`config.mk`:
```
export PLATFORM = sky130hd
export DESIGN_NAME = adc_emu
export DESIGN_NICKNAME = d
export VERILOG_FILES = /design/src/rtl/adc_emu_pkg.sv /design/src/rtl/adc_emu_shreg.sv /design/src/rtl/adc_emu.sv
export SDC_FILE = /design/constraint.sdc
export NUM_CORES = 1
export LEC_CHECK = 0
export BUFFER_PORTS_ARGS = -buffer_cell sky130_fd_sc_hd__clkbuf_2
export CELL_PAD_IN_SITES_DETAIL_PLACEMENT = 1
export CELL_PAD_IN_SITES_GLOBAL_PLACEMENT = 2
export CORE_MARGIN = 8
export CORE_UTILIZATION = 38
export CTS_BUF_LIST = sky130_fd_sc_hd__clkbuf_8
export CTS_CLUSTER_SIZE = 20
export DETAILED_ROUTE_END_ITERATION = 8
export PLACE_DENSITY_LB_ADDON = 0.1
export SKIP_LAST_GASP = 1
export SLEW_MARGIN = 20
export SYNTH_ARGS = -nofsm -noshare
export SYNTH_HDL_FRONTEND = slang
export SYNTH_SLANG_ARGS = --single-unit
```
`constraint.sdc`:
```
create_clock -name clk -period 2.1 [get_ports clk]
set_input_delay 0.21 -clock clk [delete_from_list [all_inputs] [get_ports clk]]
set_output_delay 0.21 -clock clk [all_outputs]
set_load 0.005 [all_outputs]
```
`src/rtl/adc_emu_pkg.sv`:
```
// adc_emu_pkg -- shared types and constants for the ADC emulator.
//   state_t           : controller states (idle, converting, data ready)
//   CFG_HEADER        : header a config frame must carry to be committed
//   CFG_BITS_DEFAULT  : default config frame length (2-bit header + payload)
//   CFG_PAYLOAD_BITS  : width of the committed control word
//   EDGE_CNT_BITS/MAX : width and saturation value of the scka rise counter
package adc_emu_pkg;

    typedef enum logic [1:0] {
        ST_IDLE    = 2'd0,
        ST_CONVERT = 2'd1,
        ST_READY   = 2'd2
    } state_t;

    localparam logic [1:0] CFG_HEADER       = 2'b10;
    localparam int         CFG_BITS_DEFAULT = 12;
    localparam int         CFG_PAYLOAD_BITS = 10;
    localparam int         EDGE_CNT_BITS    = 6;
    localparam logic [EDGE_CNT_BITS-1:0] EDGE_CNT_MAX = 6'd63;

endpackage

```
`src/rtl/adc_emu_shreg.sv`:
```
// adc_emu_shreg -- loadable MSB-first shift register with zero fill.
//   clk, arstn : clock, asynchronous active-low reset (register clears to 0)
//   load       : parallel load from value (wins over shift_en)
//   value      : parallel load data
//   shift_en   : shift left by one, LSB filled with 0
//   msb        : current MSB, i.e. the serial output bit
module adc_emu_shreg #(
    parameter int WIDTH = 32
) (
    input  logic             clk,
    input  logic             arstn,
    input  logic             load,
    input  logic [WIDTH-1:0] value,
    input  logic             shift_en,
    output logic             msb
);

    logic [WIDTH-1:0] data;

    // NOTE: clocked state uses non-blocking (<=) so every register samples
    // pre-edge values; blocking here would create order-dependent races.
    always_ff @(posedge clk or negedge arstn) begin
        if (!arstn) begin
            data <= '0;
        end else if (load) begin
            data <= value;
        end else if (shift_en) begin
            data <= {data[WIDTH-2:0], 1'b0};
        end
    end

    assign msb = data[WIDTH-1];

endmodule

```
`src/rtl/adc_emu.sv`:
```
// adc_emu -- behavioural emulator of a dual-channel SAR ADC with serial
// readout and a serial configuration port.
//   clk, arstn      : clock (all logic on posedge), async active-low reset
//   mclk            : conversion start; a rising level starts a conversion
//   scka, sdi       : serial clock / config data from the master
//   sync            : readout restart while data is ready
//   din_a, din_b    : sample values presented as the conversion result
//   busy            : high for exactly CONV_CYCLES cycles per conversion
//   drl             : low while a sample is available for readout
//   sdoa, sdob      : serial data of channels A/B, MSB first, shifted on scka fall
//   cfg_word        : last committed control payload
//   cfg_valid       : one-cycle pulse when cfg_word is updated
//   overrun         : one-cycle pulse when mclk rises during a conversion
// Build option: define ADC_EMU_PATTERN_EN to add the internal ramp source,
// selected by cfg_word[0] (A = conversion index, B = ~A).
import adc_emu_pkg::*;

module adc_emu #(
    parameter int CONV_CYCLES = 20,
    parameter int WORD_BITS   = 32,
    parameter int CFG_BITS    = CFG_BITS_DEFAULT
) (
    input  logic                        clk,
    input  logic                        arstn,
    input  logic                        mclk,
    input  logic                        scka,
    input  logic                        sdi,
    input  logic                        sync,
    input  logic [WORD_BITS-1:0]        din_a,
    input  logic [WORD_BITS-1:0]        din_b,
    output logic                        busy,
    output logic                        drl,
    output logic                        sdoa,
    output logic                        sdob,
    output logic [CFG_PAYLOAD_BITS-1:0] cfg_word,
    output logic                        cfg_valid,
    output logic                        overrun
);

    localparam int CONV_W = $clog2(CONV_CYCLES + 1);
    localparam int BIT_W  = $clog2(WORD_BITS + 1);
    localparam logic [CONV_W-1:0]        CONV_LAST = CONV_W'(CONV_CYCLES - 1);
    localparam logic [BIT_W-1:0]         BIT_LAST  = BIT_W'(WORD_BITS - 1);
    localparam logic [EDGE_CNT_BITS-1:0] CFG_EDGES = EDGE_CNT_BITS'(CFG_BITS);

    state_t                     state, state_nxt;
    logic                       mclk_q, scka_q;
    logic [CONV_W-1:0]          conv_cnt;
    logic [BIT_W-1:0]           bit_cnt;
    logic [EDGE_CNT_BITS-1:0]   edge_cnt;
    logic [CFG_BITS-1:0]        frame;
    logic [WORD_BITS-1:0]       sample_a, sample_b;
    logic [WORD_BITS-1:0]       src_a, src_b;

    logic mclk_rise, scka_rise, scka_fall;
    logic start_conv, latch, reload, shift_en, overrun_set, cfg_commit;

    assign mclk_rise = mclk & ~mclk_q;
    assign scka_rise = scka & ~scka_q;
    assign scka_fall = ~scka & scka_q;

`ifdef ADC_EMU_PATTERN_EN
    logic [WORD_BITS-1:0] conv_idx;

    // Ramp index advances once per completed conversion and wraps naturally.
    always_ff @(posedge clk or negedge arstn) begin
        if (!arstn) begin
            conv_idx <= '0;
        end else if (latch) begin
            conv_idx <= conv_idx + 1'b1;
        end
    end

    assign src_a = cfg_word[0] ? conv_idx  : din_a;
    assign src_b = cfg_word[0] ? ~conv_idx : din_b;
`else
    assign src_a = din_a;
    assign src_b = din_b;
`endif

    // Next-state and control strobes. In READY a new conversion beats a
    // readout restart, which beats a shift.
    // NOTE: every output of this block gets a default first; a path that
    // leaves one unassigned would infer a latch.
    always_comb begin
        state_nxt   = state;
        start_conv  = 1'b0;
        latch       = 1'b0;
        reload      = 1'b0;
        shift_en    = 1'b0;
        overrun_set = 1'b0;
        case (state)
            ST_IDLE: begin
                if (mclk_rise) begin
                    start_conv = 1'b1;
                    state_nxt  = ST_CONVERT;
                end
            end
            ST_CONVERT: begin
                overrun_set = mclk_rise;
                if (conv_cnt == CONV_LAST) begin
                    latch     = 1'b1;
                    state_nxt = ST_READY;
                end
            end
            ST_READY: begin
                if (mclk_rise) begin
                    start_conv = 1'b1;
                    state_nxt  = ST_CONVERT;
                end else if (sync) begin
                    reload = 1'b1;
                end else if (scka_fall) begin
                    shift_en = 1'b1;
                    if (bit_cnt == BIT_LAST) begin
                        state_nxt = ST_IDLE;
                    end
                end
            end
            default: state_nxt = ST_IDLE;
        endcase
    end

    // Config commits only on an accepted start and only for a frame of exactly
    // CFG_BITS rises, so 32-edge readouts never masquerade as config.
    assign cfg_commit = start_conv && (edge_cnt == CFG_EDGES)
                        && (frame[CFG_BITS-1 -: 2] == CFG_HEADER);

    always_ff @(posedge clk or negedge arstn) begin
        if (!arstn) begin
            state     <= ST_IDLE;
            mclk_q    <= 1'b0;
            scka_q    <= 1'b0;
            conv_cnt  <= '0;
            bit_cnt   <= '0;
            edge_cnt  <= '0;
            frame     <= '0;
            sample_a  <= '0;
            sample_b  <= '0;
            cfg_word  <= '0;
            cfg_valid <= 1'b0;
            overrun   <= 1'b0;
        end else begin
            state     <= state_nxt;
            mclk_q    <= mclk;
            scka_q    <= scka;
            cfg_valid <= cfg_commit;
            overrun   <= overrun_set;

            if (start_conv) begin
                conv_cnt <= '0;
            end else if (state == ST_CONVERT) begin
                conv_cnt <= conv_cnt + 1'b1;
            end

            if (latch) begin
                sample_a <= src_a;
                sample_b <= src_b;
            end

            if (latch || reload) begin
                bit_cnt <= '0;
            end else if (shift_en) begin
                bit_cnt <= bit_cnt + 1'b1;
            end

            if (scka_rise) begin
                frame <= {frame[CFG_BITS-2:0], sdi};
            end

            if (start_conv) begin
                edge_cnt <= '0;
            end else if (scka_rise && (edge_cnt != EDGE_CNT_MAX)) begin
                edge_cnt <= edge_cnt + 1'b1;
            end

            if (cfg_commit) begin
                cfg_word <= frame[CFG_PAYLOAD_BITS-1:0];
            end
        end
    end

    // A fresh conversion loads the new sample; sync replays the stored one.
    adc_emu_shreg #(.WIDTH(WORD_BITS)) u_shreg_a (
        .clk      (clk),
        .arstn    (arstn),
        .load     (latch | reload),
        .value    (latch ? src_a : sample_a),
        .shift_en (shift_en),
        .msb      (sdoa)
    );

    adc_emu_shreg #(.WIDTH(WORD_BITS)) u_shreg_b (
        .clk      (clk),
        .arstn    (arstn),
        .load     (latch | reload),
        .value    (latch ? src_b : sample_b),
        .shift_en (shift_en),
        .msb      (sdob)
    );

    assign busy = (state == ST_CONVERT);
    assign drl  = (state != ST_READY);

endmodule

```
==> results of run 1 <==
-- cell type report --
| type | instances | area (um2) | area share (%) |
|---|---|---|---|
| clock inverters | 13 | 127.6 | 1.397 |
| multi-input cells | 298 | 2731 | 29.89 |
| inverters | 9 | 38.79 | 0.4245 |
| well taps | 234 | 292.8 | 3.204 |
| flip-flops and latches | 173 | 4329 | 47.38 |
| repair buffers | 173 | 1370 | 14.99 |
| clock buffers | 18 | 247.7 | 2.711 |
-- kinds of logic (layout without fill, tap and decap cells) --
family | after synthesis | in the layout | synth area share, %
flops | 173 | 173 | 59.27
buf+inv | 41 | 213 | 3.409
fa+ha+maj | 4 | 4 | 0.6852
mux | 94 | 94 | 16.36
compound gates | 80 | 80 | 10.04
simple gates | 114 | 114 | 9.524
xor+xnor | 6 | 6 | 0.7194
-- path summary, 6_finish.rpt --
path	start	endpoint	depth (start not counted)
min in group asynchronous	arstn	sample_b[8]	3
min	din_a[2]	sample_a[2]	2
max reg2reg	conv_cnt[1]	u_shreg_a.data[5]	7
max in group asynchronous	arstn	state[1]	3
max	conv_cnt[1]	u_shreg_a.data[5]	7
min reg2reg	sample_b[0]	sample_b[0]	1
-- routing by layer --
layer,vias to the layer above,global-route usage [%],routed length [um]
met1,2524,19.91,7998
li1,2187,-,-
met5,-,0,0
met2,75,23.69,8121
met4,0,4.433,164
met3,12,4.291,588
-- power breakdown --
| group | total [uW] | leakage [uW] | internal [uW] | switching, uW |
|---|---|---|---|---|
| Combinational | 2770 | 0.00205 | 1730 | 1040 |
| Sequential | 5440 | 0.00217 | 4760 | 674 |
| Clock | 2270 | 0.000193 | 1070 | 1200 |
-- cells in the mapped netlist (all sizes together), types with 2 or more instances --
cell / instances / share of area, %
mux2i: 2 / 0.27
mux2: 92 / 16
a21o: 2 / 0.21
o211ai: 2 / 0.21
nand2b: 3 / 0.26
and2: 60 / 5.1
nand2: 12 / 0.72
buf: 19 / 2.2
dfrtp: 173 / 59
or4: 3 / 0.31
a21oi: 3 / 0.21
and3: 2 / 0.17
nand4: 5 / 0.43
ha: 4 / 0.69
a221o: 60 / 8.2
nor3: 2 / 0.29
inv: 8 / 0.41
nor3b: 2 / 0.27
o22ai: 2 / 0.17
nor4b: 2 / 0.24
nor2: 10 / 0.51
o21ai: 5 / 0.34
xnor2: 2 / 0.24
nor2b: 2 / 0.17
xor2: 4 / 0.48
clkbuf: 13 / 0.67
nand3: 7 / 0.48
-- registers in the layout, summed over array words and instances, names as in the netlist, 2 cells and up --
name	flops
conv_cnt	5
state	2
u_shreg_b.data	32
frame	12
sample_b	32
cfg_word	10
bit_cnt	6
u_shreg_a.data	32
edge_cnt	6
sample_a	32
-- what timing repair did --
| item | CTS | global route |
|---|---|---|
| setup buffers | 0 | 2 |
| gates resized for setup | 0 | 1 |
| setup endpoints to repair | 0 | 19 |
| hold endpoints to repair | 238 | 0 |
| hold buffers | 66 | 0 |
-- worst max-delay path, stage by stage, from the launching register on --
cell and delay (ns):
dfrtp_1 0.39, ha_2 0.22, and4bb_4 0.30, nand2_4 0.12, buf_12 0.19, o21a_2 0.16, buf_12 0.20, a221o_1 0.32
-- cell usage in the layout, fill, tap and decap left out, types with 7 or more instances in the layout --
cell | Yosys | routed
a221o_1 | 60 | 60
inv_1 | 7 | 11
mux2_4 | 37 | 37
nand2_1 | 11 | 11
clkbuf_2 | 0 | 84
nor2_1 | 10 | 10
buf_4 | 0 | 13
mux2_2 | 53 | 53
and2_1 | 60 | 60
buf_12 | 3 | 9
nand3_1 | 7 | 7
dfrtp_1 | 173 | 173
clkbuf_8 | 0 | 18
dlygate4sd3_1 | 0 | 66
-- per-stage QoR --
step | power (uW) | setup slack, ns | area, um2
final | 10480 | 0.05217 | 9138
after global routing | 11170 | 0.0008771 | 9138
after CTS | 10600 | 0.03139 | 9120
after detailed placement | 8149 | 0.04805 | 8084
after global placement | 7967 | 0.1095 | 8084
after floorplan | 7348 | 0.1632 | 7305
==> impl_metrics.env, run 1 <==
export IMPL_status="finished clean"
export IMPL_fin_skew_ns=0.01318
export IMPL_hold_viol_final=0
export IMPL_num_nets_final=746
export IMPL_yosysWarnings=0
export IMPL_vias_per_cell=5.227
export IMPL_crit_path_max_fanout=48
export IMPL_max_cap_violations=0
export IMPL_rrSetupSlack_ns=0.05
export IMPL_dpl_hpwl_mm=10.69
export IMPL_path_class="reg -> reg"
export IMPL_synth_edff_count=0
export IMPL_clkLatencyLatePin_ns=0.45
export IMPL_setup_viol=0
export IMPL_ys_seq_elements=173
export IMPL_cts_max_level=4
export IMPL_syn_num_nets=586
export IMPL_fin_crit_sh_pct=97.52
export IMPL_synthArstFlopShare_pct=100.0
export IMPL_clk_path_buf_depth=2
export IMPL_fmax_mhz=488.3
export IMPL_p_leak_uw=0.004416
export IMPL_whs_ns=0.04610
export IMPL_grt_usage_pct=15.08
export IMPL_worst_pin_slew_ns=0.5272
export IMPL_port_buffers=85
export IMPL_end_kind="flop"
export IMPL_cts_buffers=17
export IMPL_relSlewSlack_pct=64.86
export IMPL_power_density_mw_per_mm2=1147
export IMPL_grt_pass1_wl_mm=28.83
export IMPL_hp_class="in -> reg"
export IMPL_dr_pass1_iters=4
export IMPL_final_core_util_pct=48.69
export IMPL_drt_first_iter_violations=196
export IMPL_route_detailed_drc=0
export IMPL_die_x_um=154.6
export IMPL_cts_tree="built"
export IMPL_synth_top_flop_cell="dfrtp_1"
export IMPL_grt_setup_unrepaired="no"
export IMPL_n_antenna_cell=0
export IMPL_syn_to_final_growth_pct=25.09
export IMPL_gp_congestion=0.7487
export IMPL_clock_root_buffer="clkbuf_8"
export IMPL_grt_max_degree=95
export IMPL_initial_core_util_pct=38.92
export IMPL_fillers=1914
export IMPL_start_kind="flop"
export IMPL_antenna_found_initial=0
export IMPL_peakVddDrop_v=0.0005841
export IMPL_arrival_ns=2.38
export IMPL_fin_cells=918
export IMPL_setup_tns_ns=0
export IMPL_cp_required_ns=2.43
export IMPL_first_global_vias=5365
export IMPL_drt_wl_total_mm=16.87
export IMPL_ioPinCount=86
export IMPL_drive_gt1_share_pct=34.21
export IMPL_yosysSeqAreaShare_pct=59.27
export IMPL_netlist_instances=512
export IMPL_die_h_um=154.6
export IMPL_rows=50
export IMPL_vias=4798
export IMPL_maxSlewViolCount=0
export IMPL_globalRoute_totalOverflow=0
export IMPL_core_area_mm2=0.01877
export IMPL_post_drt_wl_per_cell_um=18.38
export IMPL_syn_area_mm2=0.007305
export IMPL_cts_clk_slew_worst_paths_ns=0.09
export IMPL_min_period_ns=2.048
export IMPL_cts_sinks=173
export IMPL_dp_cells=819
export IMPL_ant_nets=0
export IMPL_design_die_area_mm2=0.02392
export IMPL_synth_cell_types=48
export IMPL_synth_avg_cell_area_um2=14.27
Note: power is estimated with default switching activity, not from simulation.
==> inputs of run 2 (changes only) <==
--- a/config.mk
+++ b/config.mk
@@ -9,7 +9,7 @@
 export CELL_PAD_IN_SITES_DETAIL_PLACEMENT = 1
 export CELL_PAD_IN_SITES_GLOBAL_PLACEMENT = 2
 export CORE_MARGIN = 8
-export CORE_UTILIZATION = 38
+export CORE_UTILIZATION = 35
 export CTS_BUF_LIST = sky130_fd_sc_hd__clkbuf_8
 export CTS_CLUSTER_SIZE = 20
 export DETAILED_ROUTE_END_ITERATION = 8
@@ -18,4 +18,5 @@
 export SLEW_MARGIN = 20
 export SYNTH_ARGS = -nofsm -noshare
 export SYNTH_HDL_FRONTEND = slang
+export SYNTH_HIERARCHICAL = 1
 export SYNTH_SLANG_ARGS = --single-unit
==> impl_metrics.env, run 2 <==
export IMPL_fmax_mhz=529.9
export IMPL_peakVddDrop_v=0.0003900
export IMPL_die_h_um=161.9
export IMPL_hp_class="in -> reg"
export IMPL_place_area_mm2=0.008184
export IMPL_syn_num_nets=795
export IMPL_post_drt_wl_per_cell_um=14.88
export IMPL_cts_sinks=173
export IMPL_gp_congestion=0.7281
export IMPL_netlist_instances=721
export IMPL_synthArstFlopShare_pct=100.0
export IMPL_synth_avg_cell_area_um2=10.33
export IMPL_grt_pass1_wl_mm=30.37
export IMPL_layout_common_cells="nand2_1, dfrtp_1, clkbuf_2, dlygate4sd3_1, mux2i_1"
export IMPL_vias_per_cell=4.695
export IMPL_cts_clk_slew_worst_paths_ns=0.10
export IMPL_synth_cell_types=43
export IMPL_r2r_start="conv_cnt[0]"
export IMPL_power_density_mw_per_mm2=1066
export IMPL_drive_gt1_share_pct=19.05
export IMPL_seq_area_mm2=0.004329
export IMPL_num_nets_final=943
export IMPL_path_class="reg -> reg"
export IMPL_clock_root_buffer="clkbuf_8"
export IMPL_worst_r2r_endpoint="u_shreg_a/data[13]"
export IMPL_setup_viol=0
export IMPL_ant_nets=0
export IMPL_yosysTopAreaCell="dfrtp_1"
export IMPL_clkLatencyLatePin_ns=0.46
export IMPL_min_period_ns=1.887
export IMPL_rrSetupSlack_ns=0.21
export IMPL_ioPinCount=86
export IMPL_antenna_found_initial=0
export IMPL_worst_pin_slew_ns=0.5408
export IMPL_die_x_um=161.9
export IMPL_reg2reg_depth=8
export IMPL_place_ws_ns=0.1600
export IMPL_drt_wl_total_mm=17.22
export IMPL_fin_crit_sh_pct=89.86
export IMPL_syn_area_mm2=0.007450
export IMPL_initial_core_util_pct=35.55
export IMPL_synth_most_common_cell="nand2_1"
export IMPL_globalRoute_totalOverflow=0
export IMPL_maxSlewViolCount=0
export IMPL_cts_tree="built"
export IMPL_yosysSeqAreaShare_pct=58.11
export IMPL_hold_viol_final=0
export IMPL_n_antenna_cell=0
export IMPL_design_die_area_mm2=0.02621
export IMPL_vias=5432
export IMPL_end_kind="flop"
export IMPL_dr_pass1_iters=4
export IMPL_yosysWarnings=6
export IMPL_core_area_mm2=0.02096
export IMPL_relSlewSlack_pct=63.95
export IMPL_first_global_vias=6155
export IMPL_cp_startpoint="conv_cnt[0]"
export IMPL_synth_edff_count=0
export IMPL_drt_first_iter_violations=195
export IMPL_fin_skew_ns=0.01642
export IMPL_clk_path_buf_depth=2
export IMPL_port_buffers=85
export IMPL_ys_seq_elements=173
export IMPL_status="finished clean"
export IMPL_rows=53
export IMPL_cts_setup_buffers=0
export IMPL_route_detailed_drc=0
export IMPL_start_kind="flop"
export IMPL_max_cap_violations=0
export IMPL_grt_max_degree=65
export IMPL_finalInstanceArea_mm2=0.009234
export IMPL_cts_max_level=4
export IMPL_synthTopCellsByCount="nand2_1, dfrtp_1, mux2i_1"
export IMPL_synth_top_area_share_pct=58.11
export IMPL_syn_to_final_growth_pct=23.95
export IMPL_synthTopCellsByArea="dfrtp_1, nand2_1, mux2i_1"
export IMPL_fillers=2352
export IMPL_setup_tns_ns=0
export IMPL_final_common_cell="nand2_1"
export IMPL_grt_usage_pct=14.06
export IMPL_cts_buffers=17
export IMPL_arrival_ns=2.27
export IMPL_cp_required_ns=2.48
export IMPL_grt_setup_unrepaired="no"
export IMPL_endpoint="u_shreg_a/data[13]"
export IMPL_synth_top_flop_cell="dfrtp_1"
export IMPL_crit_path_max_fanout=33
export IMPL_setup_ws_ns=0.2130
export IMPL_p_leak_uw=0.003921
export IMPL_multi_input_area_mm2=0.002803
export IMPL_dpl_hpwl_mm=11.41
run 2: cell types whose count changed in the layout (fill, tap and decap cells not counted), moves of 4 or more:
| cell | delta |
|---|---|
| mux2_4 | -37 |
| a221o_1 | -60 |
| inv_8 | +4 |
| mux2_2 | -31 |
| o21ai_0 | +5 |
| mux2i_1 | +64 |
| buf_4 | -6 |
| o21ai_1 | +56 |
| inv_1 | -4 |
| and2_1 | -58 |
| o21ai_2 | +4 |
| nand2_1 | +255 |
run 2: per-layer routing:
metal	wire (um)	share of wire [%]	GRT usage [%]	vias to the layer above
li1	-	-	-	2682
met5	0	0	0	-
met1	7994	46	17.39	2677
met3	495	2.9	3.037	11
met2	8566	50	24.08	62
met4	159	0.92	4.419	0
run 2: worst min-delay path by stage:
stage	from	endpoint	slack, ns	depth (start not counted)
2_1_floorplan	arstn	bit_cnt[0]	-0.09	0
3_3_place_gp	arstn	sample_b[10]	0.22	1
3_5_place_dp	arstn	sample_b[11]	0.22	1
4_1_cts	sync	bit_cnt[2]	0.13	3
5_1_grt	sync	bit_cnt[2]	0.16	3
6_report	sync	bit_cnt[2]	0.15	3
run 2: logic make-up after synthesis:
| logic type | synth area share (%) |
|---|---|
| compound gates | 6.349 |
| xor+xnor | 0.4704 |
| simple gates | 17.60 |
| fa+ha+maj | 0.6718 |
| buf+inv | 4.602 |
| mux | 12.19 |
| flops | 58.11 |
run 2: worst max-delay path: stages (launching register included):
cell      delay [ns]
dfrtp_1         0.42
ha_1            0.26
and4bb_2        0.27
nand2_2         0.12
buf_4           0.38
nand2_1         0.11
nand2_1         0.10
nand2_1         0.06
o21ai_1         0.10
run 2: area by class of cell:
| cell class | instances | share of cell area (%) |
|---|---|---|
| clock inverter | 15 | 1.436 |
| clock buffer | 17 | 2.534 |
| timing repair buffer | 170 | 14.78 |
| tap | 275 | 3.726 |
| inverter | 7 | 0.2846 |
| sequential | 173 | 46.88 |
| multi-input combinational | 500 | 30.35 |
run 2: repair_timing:
item                                    in CTS  in global routing
resized for setup                            0                  1
endpoints found under the hold margin      119                  0
hold buffers                                68                  0
endpoints found under the setup margin       0                  2
run 2: through the flow:
| stage | util [%] | hold WS (ns) | cells | power (uW) |
|---|---|---|---|---|
| after global routing | 44.07 | 0.1622 | 1157 | 10660 |
| after detailed placement | 39.06 | 0.2194 | 1057 | 7677 |
| after floorplan | - | -0.08559 | 721 | 6852 |
| final | 44.07 | 0.1495 | 1157 | 9842 |
| after CTS | 44.05 | 0.1266 | 1157 | 10050 |
| after global placement | 39.06 | 0.2165 | 1057 | 7483 |
run 2: report_power, final:
| group | internal (uW) | total, uW | switching [uW] |
|---|---|---|---|
| Combinational | 1050 | 2280 | 1230 |
| Sequential | 4680 | 5350 | 671 |
| Clock | 863 | 2220 | 1350 |
| Total | 6590 | 9840 | 3250 |
